`src/rtl/rf_exec_ctrl.sv`:
```
// rf_exec_ctrl: multicycle register-register execution controller.
// Takes one instruction at a time over a valid/ready handshake, reads both
// source registers, computes the ALU result and commits it through the
// register file write port. One instruction every four cycles.
module rf_exec_ctrl (
  input  logic        clk,
  input  logic        rst,
  input  logic        InValid,
  output logic        InReady,
  input  logic [1:0]  Op,
  input  logic [4:0]  Rs,
  input  logic [4:0]  Rt,
  input  logic [4:0]  Rd,
  output logic [4:0]  ReadReg1,
  output logic [4:0]  ReadReg2,
  input  logic [31:0] RD1,
  input  logic [31:0] RD2,
  output logic        RegWrite,
  output logic [4:0]  WriteReg,
  output logic [31:0] WriteData,
  output logic [31:0] Result,
  output logic        Done
);

  localparam int DATA_W = 32;

  typedef enum logic [1:0] {
    IDLE  = 2'd0,
    READ  = 2'd1,
    EXEC  = 2'd2,
    WRITE = 2'd3
  } state_t;

  state_t                    state_q;
  state_t                    state_d;
  logic [1:0]                Op_q;
  logic [4:0]                Rs_q;
  logic [4:0]                Rt_q;
  logic [4:0]                Rd_q;
  logic signed [DATA_W-1:0]  A;
  logic signed [DATA_W-1:0]  B;

  // ALU: ADD/SUB wrap modulo 2^32, AND is bitwise, SLT is a signed compare.
  function automatic logic [DATA_W-1:0] alu(input logic [1:0] op,
                                            input logic signed [DATA_W-1:0] a,
                                            input logic signed [DATA_W-1:0] b);
    logic [DATA_W-1:0] r;
    case (op)
      2'b00:   r = a + b;
      2'b01:   r = a - b;
      2'b10:   r = a & b;
      default: r = {{(DATA_W-1){1'b0}}, (a < b)};
    endcase
    return r;
  endfunction

  // State register and datapath latches; reset also clears the data so the
  // outputs come up at known values.
  always_ff @(posedge clk) begin
    if (rst) begin
      state_q <= IDLE;
      Op_q    <= '0;
      Rs_q    <= '0;
      Rt_q    <= '0;
      Rd_q    <= '0;
      A       <= '0;
      B       <= '0;
      Result  <= '0;
    end else begin
      state_q <= state_d;
      // IDLE -> READ: capture the instruction fields
      if (state_q == IDLE && InValid) begin
        Op_q <= Op;
        Rs_q <= Rs;
        Rt_q <= Rt;
        Rd_q <= Rd;
      end
      // READ -> EXEC: capture operands before any write of this instruction
      if (state_q == READ) begin
        A <= RD1;
        B <= RD2;
      end
      // EXEC -> WRITE: capture the result, held until the next EXEC
      if (state_q == EXEC) begin
        Result <= alu(Op_q, A, B);
      end
    end
  end

  // Next-state and state-decoded control outputs.
  always_comb begin
    state_d  = state_q;
    InReady  = 1'b0;
    RegWrite = 1'b0;
    Done     = 1'b0;
    case (state_q)
      IDLE: begin
        InReady = 1'b1;
        if (InValid) state_d = READ;
      end
      READ:  state_d = EXEC;
      EXEC:  state_d = WRITE;
      WRITE: begin
        // register 0 is hardwired; reset in this cycle suppresses the commit
        RegWrite = (Rd_q != 5'd0) && !rst;
        Done     = 1'b1;
        state_d  = IDLE;
      end
      default: state_d = IDLE;
    endcase
  end

  assign ReadReg1  = Rs_q;
  assign ReadReg2  = Rt_q;
  assign WriteReg  = Rd_q;
  assign WriteData = Result;

endmodule

```
`config.mk`:
```
export PLATFORM = sky130hd
export DESIGN_NAME = rf_exec_ctrl
export DESIGN_NICKNAME = d
export VERILOG_FILES = /design/src/rtl/rf_exec_ctrl.sv
export SDC_FILE = /design/constraint.sdc
export NUM_CORES = 1
export LEC_CHECK = 0
export ABC_AREA = 0
export CORE_MARGIN = 4
export CORE_UTILIZATION = 40
export DETAILED_ROUTE_END_ITERATION = 12
export HOLD_SLACK_MARGIN = 0.02
export REMOVE_ABC_BUFFERS = 1
export SYNTH_ARGS = -nofsm -noshare
export SYNTH_HDL_FRONTEND = slang
export SYNTH_SLANG_ARGS = --single-unit
```
`constraint.sdc`:
```
create_clock -name clk -period 4.3 [get_ports clk]
set_input_delay 1.075 -clock clk [delete_from_list [all_inputs] [get_ports clk]]
set_output_delay 1.075 -clock clk [all_outputs]
set_load 0.02 [all_outputs]
```
# Word level (Yosys, flattened, before mapping)
# Index checks and enable logic that the tools add are counted.
totals:
  output_inout_bits: 82
  reg_bits: 115
  elab_cells: 30
op_classes:
  addsub: 2
  bitwise_logic: 1
  order_cmp: 1
  n_reduce_logical: 6
  eq_ne: 6
  n_mux: 6
ops:
  columns: ["cell", "n"]
  rows:
  - ["$pmux W32 S3", 1]
  - ["$add A32 B32 Y32", 1]
  - ["$and A32 B32 Y32", 1]
  - ["$lt A32 B32 Y1", 1]
  - ["$sub A32 B32 Y32", 1]
  - ["$pmux W2 S4", 1]
  - ["$eq A2 B2 Y1 const B", 3]
  - ["$reduce_bool A5 Y1", 1]
  - ["$eq A2 B1 Y1 const B", 2]
  - ["$logic_not A2 Y1", 2]
  - ["$mux W1", 3]
  - ["$logic_and A1 B1 Y1", 2]
  - ["$mux W2", 1]
  - ["$ne A2 B2 Y1 const B", 1]
  - ["$logic_not A1 Y1", 1]

# Longest topological paths before layout
depth:
  word_depth: 3
  ltp_mapped: 12
  ltp_nobuf: 12

# Least setup slack after synthesis
# Ideal clock, no wire load.
synth_timing:
  path_kind: "input to output"
  start: "in rst"
  end: "out RegWrite"
  t_arrival_ps: 2008
  path_buffers: 2
  path_stages: 3
  t_required_ps: 3225
  slack_ps: 1217
  cell_sequence: "clkbuf_1 > clkbuf_1 > nor3b_1"
synth_between:
  elab_chain_len: 3
synth_lines:
  columns: ["item", "line", "rtl"]
  rows:
  - ["from (decl)", "7", "input logic rst,"]
  - ["$logic_not A1 Y1", "105", "RegWrite = (Rd_q != 5'd0) && !rst;"]
  - ["$logic_and A1 B1 Y1", "105", null]
  - ["$mux W1", "96", "case (state_q)"]
  - ["to (decl)", "18", "output logic RegWrite,"]
# Every way passes these cells.

# Worst setup path in the final report
layout_timing:
  start: "reg B[0]"
  end: "reg Result[30]"
layout_between:
  elab_chain_len: 2
  word_cells_on_any_way: 3
  classes_between: "add/sub: 2; mux: 1"
layout_lines:
  columns: ["item", "line", "rtl"]
  rows:
  - ["from (decl)", "41", "logic signed [DATA_W-1:0] B;"]
  - ["from (signal assigned)", "67", "B <= '0;"]
  - ["from (signal assigned)", "81", "B <= RD2;"]
  - ["$sub A32 B32 Y32 / $add A32 B32 Y32 (equally long branches)", "50, 49", null]
  - ["$pmux W32 S3 *", "48", "case (op)"]
  - ["to (signal assigned)", "85", "Result <= alu(Op_q, A, B);"]
  - ["to (decl)", "21", "output logic [31:0] Result,"]
# Every way passes the cells marked *; elsewhere a longest branch is shown, timed or not.
# A chain may end at the register's enable or synchronous reset.

==> impl_summary.md <==
Run status
The run finished with clean final reports.

Timing
The slew at the pin closest to its max-slew limit is 1.04 ns. The final count of pins violating max slew is 0. Setup repair after global routing left no endpoint under its margin. The final count of hold timing violations is 0. The summed negative setup slack over all endpoints is 0 ns. The number of failing setup endpoints in the final timing report is 0. Final hold analysis gives a worst-case slack of around 0.45 ns. The setup slack after layout is 0.767 ns.

The worst path needs approximately 3.5 ns of the cycle, external delays included. The clock skew after layout is approximately 0.013 ns. The share of the clock period used by the worst path after layout is slightly above 80%.

The timing-limited maximum frequency is approximately 280 MHz. Headroom to the max-slew limit came out at roughly 31%.

Global route
In the global route stage, overall resource usage came out at slightly above 20%. Global routing used 3.50% of the available met3 tracks. The maximum number of pins on one net before global-route repair is 111. For met1 alone, demand over resource in global routing was about 28%. The via count of the first global-routing pass is ~7700. The layer with the highest usage after global routing is met2.

The first global-routing pass estimated roughly 40000 um of wire. The initial antenna violation count is 0. The total grt overflow is 0. For this run, global-route usage on met2 was measured as 34.4%.

Critical path
In this design, the critical path's most frequently occurring cell is o41ai_2. The cell family contributing the most delay on the critical path is compound AO/OA/AOI/OAI gates. The critical path goes through ha_1 > inv_1 > fa_1 > nor2_1 > nor2_1 > o41ai_2 > a31oi_1 > o41ai_2 > buf_4 > a31oi_1 > o41ai_2 > a41oi_1 > o41ai_1. At the worst endpoint, the arrival time is ~3.9 ns. The largest single stage delay on the critical path is approximately 0.5 ns. The worst setup path is captured at a register. The top fanout value on the critical path is 5. The end of the worst register-to-register path is Result[30]. The startpoint identified for the worst register-to-register timing path is B[0].

The worst reg2reg path depth is 13. STA puts the critical path data required time at 4.62 ns. The worst setup path is launched from a register. The type of the worst setup path is register to register. The register-to-register setup slack is about 0.77 ns.

For this design, the slowest cell found on the critical path is o41ai_2. The number of buffer and inverter stages on the critical path is 2.

Synthesis
The number of enable flip-flop cells after synthesis is 0. The synthesized netlist contains 67 unique library cells. The async set-reset flop share out of synthesis is 0%.

In the post-synthesis netlist, the biggest area contributors are dfxtp_1, ha_1, mux2i_1, nor2_1, a21oi_1. The flip-flop and latch count after synthesis is approximately 120. The cell type with the highest aggregate area in the netlist is dfxtp_1. The average footprint of a synthesized cell is 7.84 um2.

After technology mapping, the gate count stands at around 1100. The proportion of synthesized chip area in sequential cells is between 20% and 30%. Among all flip-flop cells after synthesis, the most frequent one is dfxtp_1. The number of warnings printed during yosys synthesis is 0. The share of synthesized area in the top cell type comes to between 20 and 30%. The total standard cell area after synthesis is a little over 0.008 mm2.

Route
The average via count per standard cell is roughly 5.4. The number of detailed-routing iterations run before antenna repair is 5. The post-detailed-route DRC marker count is 0. In the final routed layout, each cell accounts on average for around 17 um. The number of violations reported at the end of detailed-routing iteration 0 is 621. The via count of the routed design is a little under 8000.

The antenna violation net count after detailed routing is 0. The routed design has 24600 um of wire.

Min path
The path with the worst hold slack has its endpoint at ReadReg2[3]. The worst hold path was traced through 2 stages. The worst min-delay path startpoint is ReadReg2[3]. The kind of path behind the tightest hold check is register to register.

Power
The worst-case IR drop observed on VDD is 329 uV. The power density over cell area is approximately 700 mW/mm2. The standby leakage power is 4.18 nW.

Clock network
Clock-pin slew was measured on the worst setup and hold paths at 0.06 ns. The insertion delay to the later sink of the worst-skew pair is about 0.42 ns. Counting the buffers created by CTS gives 17. Counting along the longest clock path gives a buffer depth of 2. The clock sink total is between 100 and 150. The buffer type at the clock tree root is clkbuf_16. TritonCTS built the clock tree. The cts-stage hold buffer count is 0.

CTS built an H-tree with a depth of 4. Gates resized during post-CTS repair numbered 0. The number of post-CTS setup repair buffers is 0.

Layout
The most common library cell in the layout ignoring fill and taps is clkdlybuf4s50_1. Relative to the synthesized area, the layout overhead comes to 26.2%. The top cell types in the final layout, fill and taps aside, are clkdlybuf4s50_1, nor2_1, dfxtp_1, a21oi_1, inv_1. The number of diodes is 0. The layout has between 2000 and 2500 filler cells.

The number of nets in the final layout is between 1000 and 1500. The proportion of layout cells with a drive suffix above 1 is 5.31%.

Floorplan
The chip width is ~150 um. Measured along the y axis, the die boundary spans 152 um. The core area is 0.0203 mm2. In this run the count of I/O pins placed on the die edge is about 170. The area enclosed by the die boundary is roughly 0.023 mm2. Once the floorplan was initialized, standard cells occupied a little over 40% of the core.

The floorplan has between 50 and 60 rows.

Placed design
Detailed placement finished with a half-perimeter wire length of roughly 18000 um. At the end of routability-driven placement, the weighted congestion stood at between 0.9 and 1. Timing analysis after detailed placement gives a worst setup slack of between 0.8 and 0.9 ns. The count of buffers from port buffering is 165.

Run
Max-cap violations in this run came to 0.
-- through the flow --
stage	power [W]	std cells	utilization, %	instance area (um2)
2_1_floorplan	0.00458	961	-	7800
3_3_place_gp	0.00596	1406	48.7	9890
3_5_place_dp	0.00595	1406	48.7	9890
4_1_cts	0.00733	1438	51.4	10400
5_1_grt	0.00785	1438	51.4	10400
6_report	0.00732	1438	51.4	10400
-- cell usage after synthesis, drive strengths merged, types with 14 or more instances --
master	count
nor2	141
dfxtp	115
a21oi	85
inv	74
mux2i	72
nand2	71
ha	69
clkbuf	53
o21ai	47
buf	41
nor3	26
xnor2	26
a211oi	19
a21o	14
a31oi	14
nand3	14
-- final cells by class --
class                   count  area (um2)  share of cell area [%]
repair buffers            175        1740                    16.6
well taps                 270         338                    3.24
clock buffers              20         447                    4.28
flip-flops and latches    115        2300                    22.0
inverters                  74         278                    2.66
multi-input cells         772        5230                    50.1
clock inverters            12         106                    1.02
-- kinds of logic (layout without fill, tap and decap cells) --
family,after synthesis,count (layout),synth area share [%]
buf+inv,168,281,9.15
fa+ha+maj,71,71,10.9
simple gates,315,315,17.1
xor+xnor,28,28,2.96
mux,72,72,8.71
flops,115,115,27.8
compound gates,286,286,23.4
-- report_power, final --
part | switching (W) | total (W) | internal, W
Combinational | 0.00254 | 0.00437 | 0.00182
Clock | 0.000537 | 0.00135 | 0.000811
Sequential | 0.000245 | 0.00161 | 0.00136
Total | 0.00333 | 0.00732 | 0.00400
-- registers in the layout, summed over array words and instances, names as in the netlist --
| register | cells |
|---|---|
| ReadReg1 | 5 |
| Op_q | 2 |
| B | 32 |
| A | 32 |
| state_q | 2 |
| ReadReg2 | 5 |
| WriteReg | 5 |
| Result | 32 |
-- worst min-delay path, cell delays in order (launching register included) --
cell and delay (ns):
dfxtp_1 0.31, nand2_1 0.05, a21oi_1 0.05
-- layer usage --
| layer | vias up | wire [um] |
|---|---|---|
| li1 | 3890 | - |
| met1 | 3652 | 11600 |
| met2 | 236 | 11500 |
| met3 | 21 | 1220 |
| met4 | 0 | 272 |
| met5 | - | 0 |
-- worst max-delay path by stage --
stage | startpoint | slack, ns | endpoint | cells past startpoint
floorplan | state_q[1] | 1.25 | A[0] | 4
global placement | B[0] | 0.94 | Result[30] | 13
detailed placement | B[0] | 0.84 | Result[30] | 13
CTS | B[0] | 0.81 | Result[30] | 13
global route | B[0] | 0.55 | Result[30] | 13
finish | B[0] | 0.77 | Result[30] | 13
(Power assumes the default switching activity.)
